**config.mk**
```make
export PLATFORM = sky130hd
export DESIGN_NAME = seg7_display_ctrl_mc
export DESIGN_NICKNAME = d
export VERILOG_FILES = /design/src/rtl/seg7_display_ctrl_mc.sv
export SDC_FILE = /design/constraint.sdc
export NUM_CORES = 1
export LEC_CHECK = 0
export BUFFER_PORTS_ARGS = -buffer_cell sky130_fd_sc_hd__clkbuf_2
export CAP_MARGIN = 30
export CORE_ASPECT_RATIO = 0.75
export CORE_UTILIZATION = 45
export DETAILED_ROUTE_END_ITERATION = 16
export GPL_TIMING_DRIVEN = 0
export PLACE_DENSITY = 0.65
export SETUP_SLACK_MARGIN = 0.02
export SYNTH_ARGS = -nofsm -noshare
export SYNTH_HDL_FRONTEND = slang
export SYNTH_SLANG_ARGS = --single-unit
```
**constraint.sdc**
```tcl
create_clock -name clk -period 5.8 [get_ports clk]
set_input_delay 1.74 -clock clk [delete_from_list [all_inputs] [get_ports clk]]
set_output_delay 1.74 -clock clk [all_outputs]
set_load 0.01 [all_outputs]
```
**src/rtl/seg7_display_ctrl_mc.sv**
```systemverilog
// ---------------------------------------------------------------------------
// seg7_display_ctrl_mc
// Multi-digit seven-segment display controller with an Avalon-MM slave
// register interface. It provides hex decode, per-digit enable and blink,
// and PWM brightness control. All segment outputs are registered and
// active-low.
//
// Ports
//   clk            : single rising-edge clock
//   reset          : synchronous, active-high reset
//   avs_address    : register word address (0..15)
//   avs_write      : write strobe, one cycle per access
//   avs_writedata  : write data
//   avs_read       : read strobe, one cycle per access
//   avs_readdata   : read data, valid the cycle after the strobe, held
//                    until the next read
//   seg_writedata  : segment outputs, digit i at [8i+7:8i]
//                    (bit0 = a .. bit6 = g, bit7 = DP), active-low
// ---------------------------------------------------------------------------
module seg7_display_ctrl_mc #(
    parameter int NUM_DIGITS = 6,
    parameter int BLINK_DIV  = 25_000_000
) (
    input  logic                    clk,
    input  logic                    reset,
    input  logic [3:0]              avs_address,
    input  logic                    avs_write,
    input  logic [31:0]             avs_writedata,
    input  logic                    avs_read,
    output logic [31:0]             avs_readdata,
    output logic [8*NUM_DIGITS-1:0] seg_writedata
);

    localparam int              BW        = $clog2(BLINK_DIV);
    localparam logic [BW-1:0]   CNT_MAX   = BW'(BLINK_DIV - 1);
    // Bits of the 8-bit enable/blink masks that correspond to real digits.
    localparam logic [7:0]      IMPL_MASK = 8'((16'd1 << NUM_DIGITS) - 16'd1);
    localparam logic [3:0]      ND4       = 4'(NUM_DIGITS);

    // Register state
    logic [8:0]                digit_q [NUM_DIGITS];
    logic                      hex_q;
    logic [7:0]                en_q;
    logic [7:0]                blink_q;
    logic [3:0]                bright_q;
    logic                      phase_q;
    logic [BW-1:0]             bcnt_q;
    logic [3:0]                pwm_q;
    logic [31:0]               rdata_q;
    logic [8*NUM_DIGITS-1:0]   seg_q;

    // Next-state / combinational values
    logic [31:0]               rdata_d;
    logic [8*NUM_DIGITS-1:0]   seg_d;
    logic                      pwm_on_d;

    // Writedata bits that no register implements.
    logic                      unused_wd_bits;
    assign unused_wd_bits = ^avs_writedata[31:28];

    // Active-low a..g pattern for a hex nibble.
    function automatic logic [6:0] hex7(input logic [3:0] n);
        logic [6:0] r;
        case (n)
            4'h0:    r = 7'h40;
            4'h1:    r = 7'h79;
            4'h2:    r = 7'h24;
            4'h3:    r = 7'h30;
            4'h4:    r = 7'h19;
            4'h5:    r = 7'h12;
            4'h6:    r = 7'h02;
            4'h7:    r = 7'h78;
            4'h8:    r = 7'h00;
            4'h9:    r = 7'h10;
            4'hA:    r = 7'h08;
            4'hB:    r = 7'h03;
            4'hC:    r = 7'h46;
            4'hD:    r = 7'h21;
            4'hE:    r = 7'h06;
            4'hF:    r = 7'h0E;
            default: r = 7'h7F;
        endcase
        return r;
    endfunction

    // Full active-low pattern (incl. DP) for one digit register.
    function automatic logic [7:0] pattern(input logic [8:0] d, input logic hex);
        logic [7:0] v;
        logic       dp;
        v  = d[7:0];
        dp = d[8];
        if (hex) begin
            return {~dp, hex7(v[3:0])};
        end else begin
            // Raw value is active-high; DP lights from either value[7] or DP.
            return {~(v[7] | dp), ~v[6:0]};
        end
    endfunction

    // Read mux: digit registers, CTRL, STATUS; everything else reads 0.
    always_comb begin
        rdata_d = 32'd0;
        case (avs_address)
            4'd8:    rdata_d = {4'd0, bright_q, blink_q, en_q, 7'd0, hex_q};
            4'd9:    rdata_d = {20'd0, ND4, 7'd0, phase_q};
            default: begin
                for (int i = 0; i < NUM_DIGITS; i++) begin
                    rdata_d = rdata_d |
                              ((avs_address == 4'(i)) ? {23'd0, digit_q[i]} : 32'd0);
                end
            end
        endcase
    end

    // Segment output next-state: pattern gated by enable, PWM and blink.
    always_comb begin
        seg_d    = '1;
        pwm_on_d = (pwm_q <= bright_q);
        for (int i = 0; i < NUM_DIGITS; i++) begin
            seg_d[8*i +: 8] = (en_q[i] & pwm_on_d & ~(blink_q[i] & ~phase_q))
                              ? pattern(digit_q[i], hex_q) : 8'hFF;
        end
    end

    // Digit value registers; writes to unimplemented digits are dropped.
    always_ff @(posedge clk) begin
        if (reset) begin
            for (int i = 0; i < NUM_DIGITS; i++) begin
                digit_q[i] <= 9'd0;
            end
        end else begin
            for (int i = 0; i < NUM_DIGITS; i++) begin
                if (avs_write && (avs_address == 4'(i))) begin
                    digit_q[i] <= avs_writedata[8:0];
                end
            end
        end
    end

    // CTRL register; mask bits beyond NUM_DIGITS are forced to 0.
    always_ff @(posedge clk) begin
        if (reset) begin
            hex_q    <= 1'b1;
            en_q     <= IMPL_MASK;
            blink_q  <= 8'd0;
            bright_q <= 4'hF;
        end else if (avs_write && (avs_address == 4'd8)) begin
            hex_q    <= avs_writedata[0];
            en_q     <= avs_writedata[15:8] & IMPL_MASK;
            blink_q  <= avs_writedata[23:16] & IMPL_MASK;
            bright_q <= avs_writedata[27:24];
        end
    end

    // Free-running blink divider and PWM counter, independent of the bus.
    always_ff @(posedge clk) begin
        if (reset) begin
            bcnt_q  <= '0;
            phase_q <= 1'b1;
            pwm_q   <= 4'd0;
        end else begin
            pwm_q <= pwm_q + 4'd1;
            if (bcnt_q == CNT_MAX) begin
                bcnt_q  <= '0;
                phase_q <= ~phase_q;
            end else begin
                bcnt_q  <= bcnt_q + BW'(1);
            end
        end
    end

    // Read data capture (sees pre-write values) and registered segment outputs.
    always_ff @(posedge clk) begin
        if (reset) begin
            rdata_q <= 32'd0;
            seg_q   <= '1;
        end else begin
            if (avs_read) begin
                rdata_q <= rdata_d;
            end
            seg_q <= seg_d;
        end
    end

    assign avs_readdata  = rdata_q;
    assign seg_writedata = seg_q;

endmodule

```
==> results.toml <==
[floorplanning]
core_area_um2 = 18020
die_area_um2 = 19330
ios = 120
num_rows = 42
die_y_um = 120.6
start_util_pct = 46.86
dieWidth_um = 160.2

[logic_synthesis]
synth-edff-count = 54
ys_seq_area_share_pct = 47.41
ys_dominant_reg_cell = "dfxtp_1"
synth_area_um2 = 8446
syn_inst = 919
synthDistinctLibCells = 51
synth.area.top_cells = "dfxtp_1, edfxtp_1, ha_1"
avgSynthCellArea_um2 = 9.190
ys_ff_latch = 173
yosysTopAreaCell = "dfxtp_1"
postSynth.asyncResetShare_pct = 0
yosysTopAreaCellShare_pct = 28.21
ys_warn_count = 0

[outcome]
status = "finished clean"

[power]
total_power_mw = 2.896
powerDensity_nw_per_um2 = 290.9
ir_drop_uv = 187.0
p_leak_nw = 4.236

[setup_path]
critPathRequiredTime_ns = 5.88
cp_slowest_cell = "clkbuf_1"
crit_path_frequent_cell = "clkbuf_1"
r2r_start = "bright_q[1]"
crit_fanout = 10
worstSetupPathType = "input pin to register"
cp_data_arrival_time_ns = 3.56
path_cells = "clkbuf_2, clkbuf_1, clkbuf_1, clkbuf_1, a21o_1"
critPathLaunchType = "input pin"
endpoint_kind = "register"
crit_buf_inv = 4
cpLargestDelayFamily = "buffers and inverters"
crit_path_max_incr_delay_ns = 0.50
crit_start = "reset"

[timing]
timing.fmax_ghz = 0.2877
rsz0062_at_grt = "no"
hold_violations = 0
max_slew_margin_pct = 33.10
fin_skew_ns = 0.008948
tns_ns = 0
finalSetupViolations = 0
layout_setup_ws_ns = 2.324
fin_crit_sh_pct = 59.93
finalCriticalPeriod_ns = 3.476
slew_viol_final = 0
tightest_slew_ns = 0.9959

[place]
place.gp.congestion = 0.9339
portBuffers = 99
dpl.hpwl_mm = 16.71
dp_slack_ns = 1.869

[routing]
vias = 7052
post-route-drc-count = 0
drt_iter0_drc = 723
totalWireLength_mm = 23.09
first_pass_iters = 5
antenna_left = 0
routed_via_density = 5.387
wl_per_cell_um = 17.64

[clock_network]
ctsHoldBuffers = 0
cts_made_buffers = 17
post_cts_buffers = 0
clk-insertion-delay-late_ns = 0.43
cts_tree = "yes"
htree_levels = 4
ctsResizeCount = 0
clk_pin_slew_ns = 0.07
cts-root-buf = "clkbuf_16"
clockBufferDepth = 2
cts_sinks = 173

[layout]
regArea_um2 = 4004
multi_input_area_um2 = 4015
fillers = 1642
area_delta_synth_final_pct = 17.87
fin_nets = 1136
n_antenna_cell = 0
drive_above_1_share_pct = 15.18

[worst_hold_path]
min_from = "digit_q[3][8]"
hp-class = "register to register"

[global_route]
grt_max_degree = 17
grt.total_usage_pct = 24.42
grt_pass1_wl_mm = 36.17
antenna_found_initial = 0
grt_pass1_vias = 6370
grt_remaining_overflow = 0

[job]
max_cap_violations = 0
flip-flops by register name (all words and copies together), names as in the netlist:
name	cells
hex_q	1
bright_q	4
avs_readdata	24
digit_q	54
phase_q	1
en_q	6
bcnt_q	25
blink_q	6
pwm_q	4
seg_writedata	48
layout make-up:
type	count	area share (%)
plain buffers	56	2.665
clock buffers	23	5.028
clock inverters	9	1.295
inverters	50	1.885
multi-input cells	647	40.33
flip-flops and latches	173	40.22
well taps	242	3.042
repair buffers	109	5.530
worst paths after layout:
| check | end | slack, ns | cells past startpoint |
|---|---|---|---|
| max | digit_q[3][6] | 2.32 | 5 |
| min | seg_writedata[31] | 0.47 | 1 |
| max reg2reg | seg_writedata[15] | 3.20 | 7 |
| min reg2reg | seg_writedata[31] | 0.47 | 1 |
cell usage after synthesis, types with 5 or more instances:
cell type,number
dfxtp_1,119
nand2_1,102
nor2_1,73
a21oi_1,56
and2_1,54
edfxtp_1,54
inv_1,50
o21ai_0,44
ha_1,42
clkbuf_1,37
nand3_1,32
nor2b_1,31
o211ai_1,31
a22oi_1,21
xor2_1,18
nand3b_1,17
mux2i_1,16
nand2b_1,11
nor3_1,10
buf_4,9
xnor2_1,8
a22o_1,7
and3_1,7
a21o_1,6
a31oi_1,6
a211oi_1,5
buf_2,5
mux2_2,5
nand4_1,5
nor4_1,5
per-stage QoR:
step | utilization, % | hold WS, ns | instance area [µm²] | std cells
global route | 55.23 | 0.4919 | 9955 | 1309
detailed placement | 51.69 | 0.4445 | 9318 | 1276
global placement | 51.43 | 0.4294 | 9270 | 1267
floorplan | - | 0.4175 | 8472 | 926
CTS | 55.19 | 0.4702 | 9947 | 1308
finish | 55.23 | 0.4672 | 9955 | 1309
power breakdown:
group	total [mW]	internal (mW)	switching [mW]
sequential	1.36	1.31	0.0440
clock	1.22	0.742	0.480
combinational	0.318	0.122	0.195
cell usage in the layout (no fill, tap or decap), drive strengths merged, types with 17 or more instances in the layout:
| cell type | instances |
|---|---|
| clkbuf | 160 |
| dfxtp | 119 |
| nand2 | 102 |
| nor2 | 73 |
| a21oi | 56 |
| and2 | 54 |
| edfxtp | 54 |
| inv | 52 |
| o21ai | 44 |
| ha | 42 |
| nand3 | 32 |
| o211ai | 31 |
| nor2b | 31 |
| buf | 28 |
| a22oi | 21 |
| xor2 | 18 |
| nand3b | 17 |
routing by layer:
layer  vias up  global-route usage (%)  share of wire (%)
li1       3443                       -                  -
met1      3317                   37.75                 50
met2       267                   33.48                 41
met3        25                   5.317                7.7
met4         0                   6.667                1.6
met5         -                       0                  0
worst reg2reg max path, stage by stage, from the launching register on:
cell,delay (ns)
dfxtp_1,0.36
inv_1,0.06
ha_1,0.29
nor2b_1,0.13
o211ai_1,0.14
a21oi_1,0.24
nor3_1,0.87
o21ai_0,0.31
cell families after synthesis:
| kind of cell | Yosys count | share of synthesized area, % |
|---|---|---|
| and+or+nand+nor | 357 | 21.27 |
| AOI/OAI and AO/OA | 193 | 14.43 |
| DFF | 173 | 47.41 |
| buffers and inverters | 106 | 5.363 |
| adders and majority gates | 42 | 6.222 |
| xor gates and xnor gates | 26 | 2.696 |
| muxes | 21 | 2.563 |
| other | 1 | 0.04440 |
(Power assumes the default switching activity.)
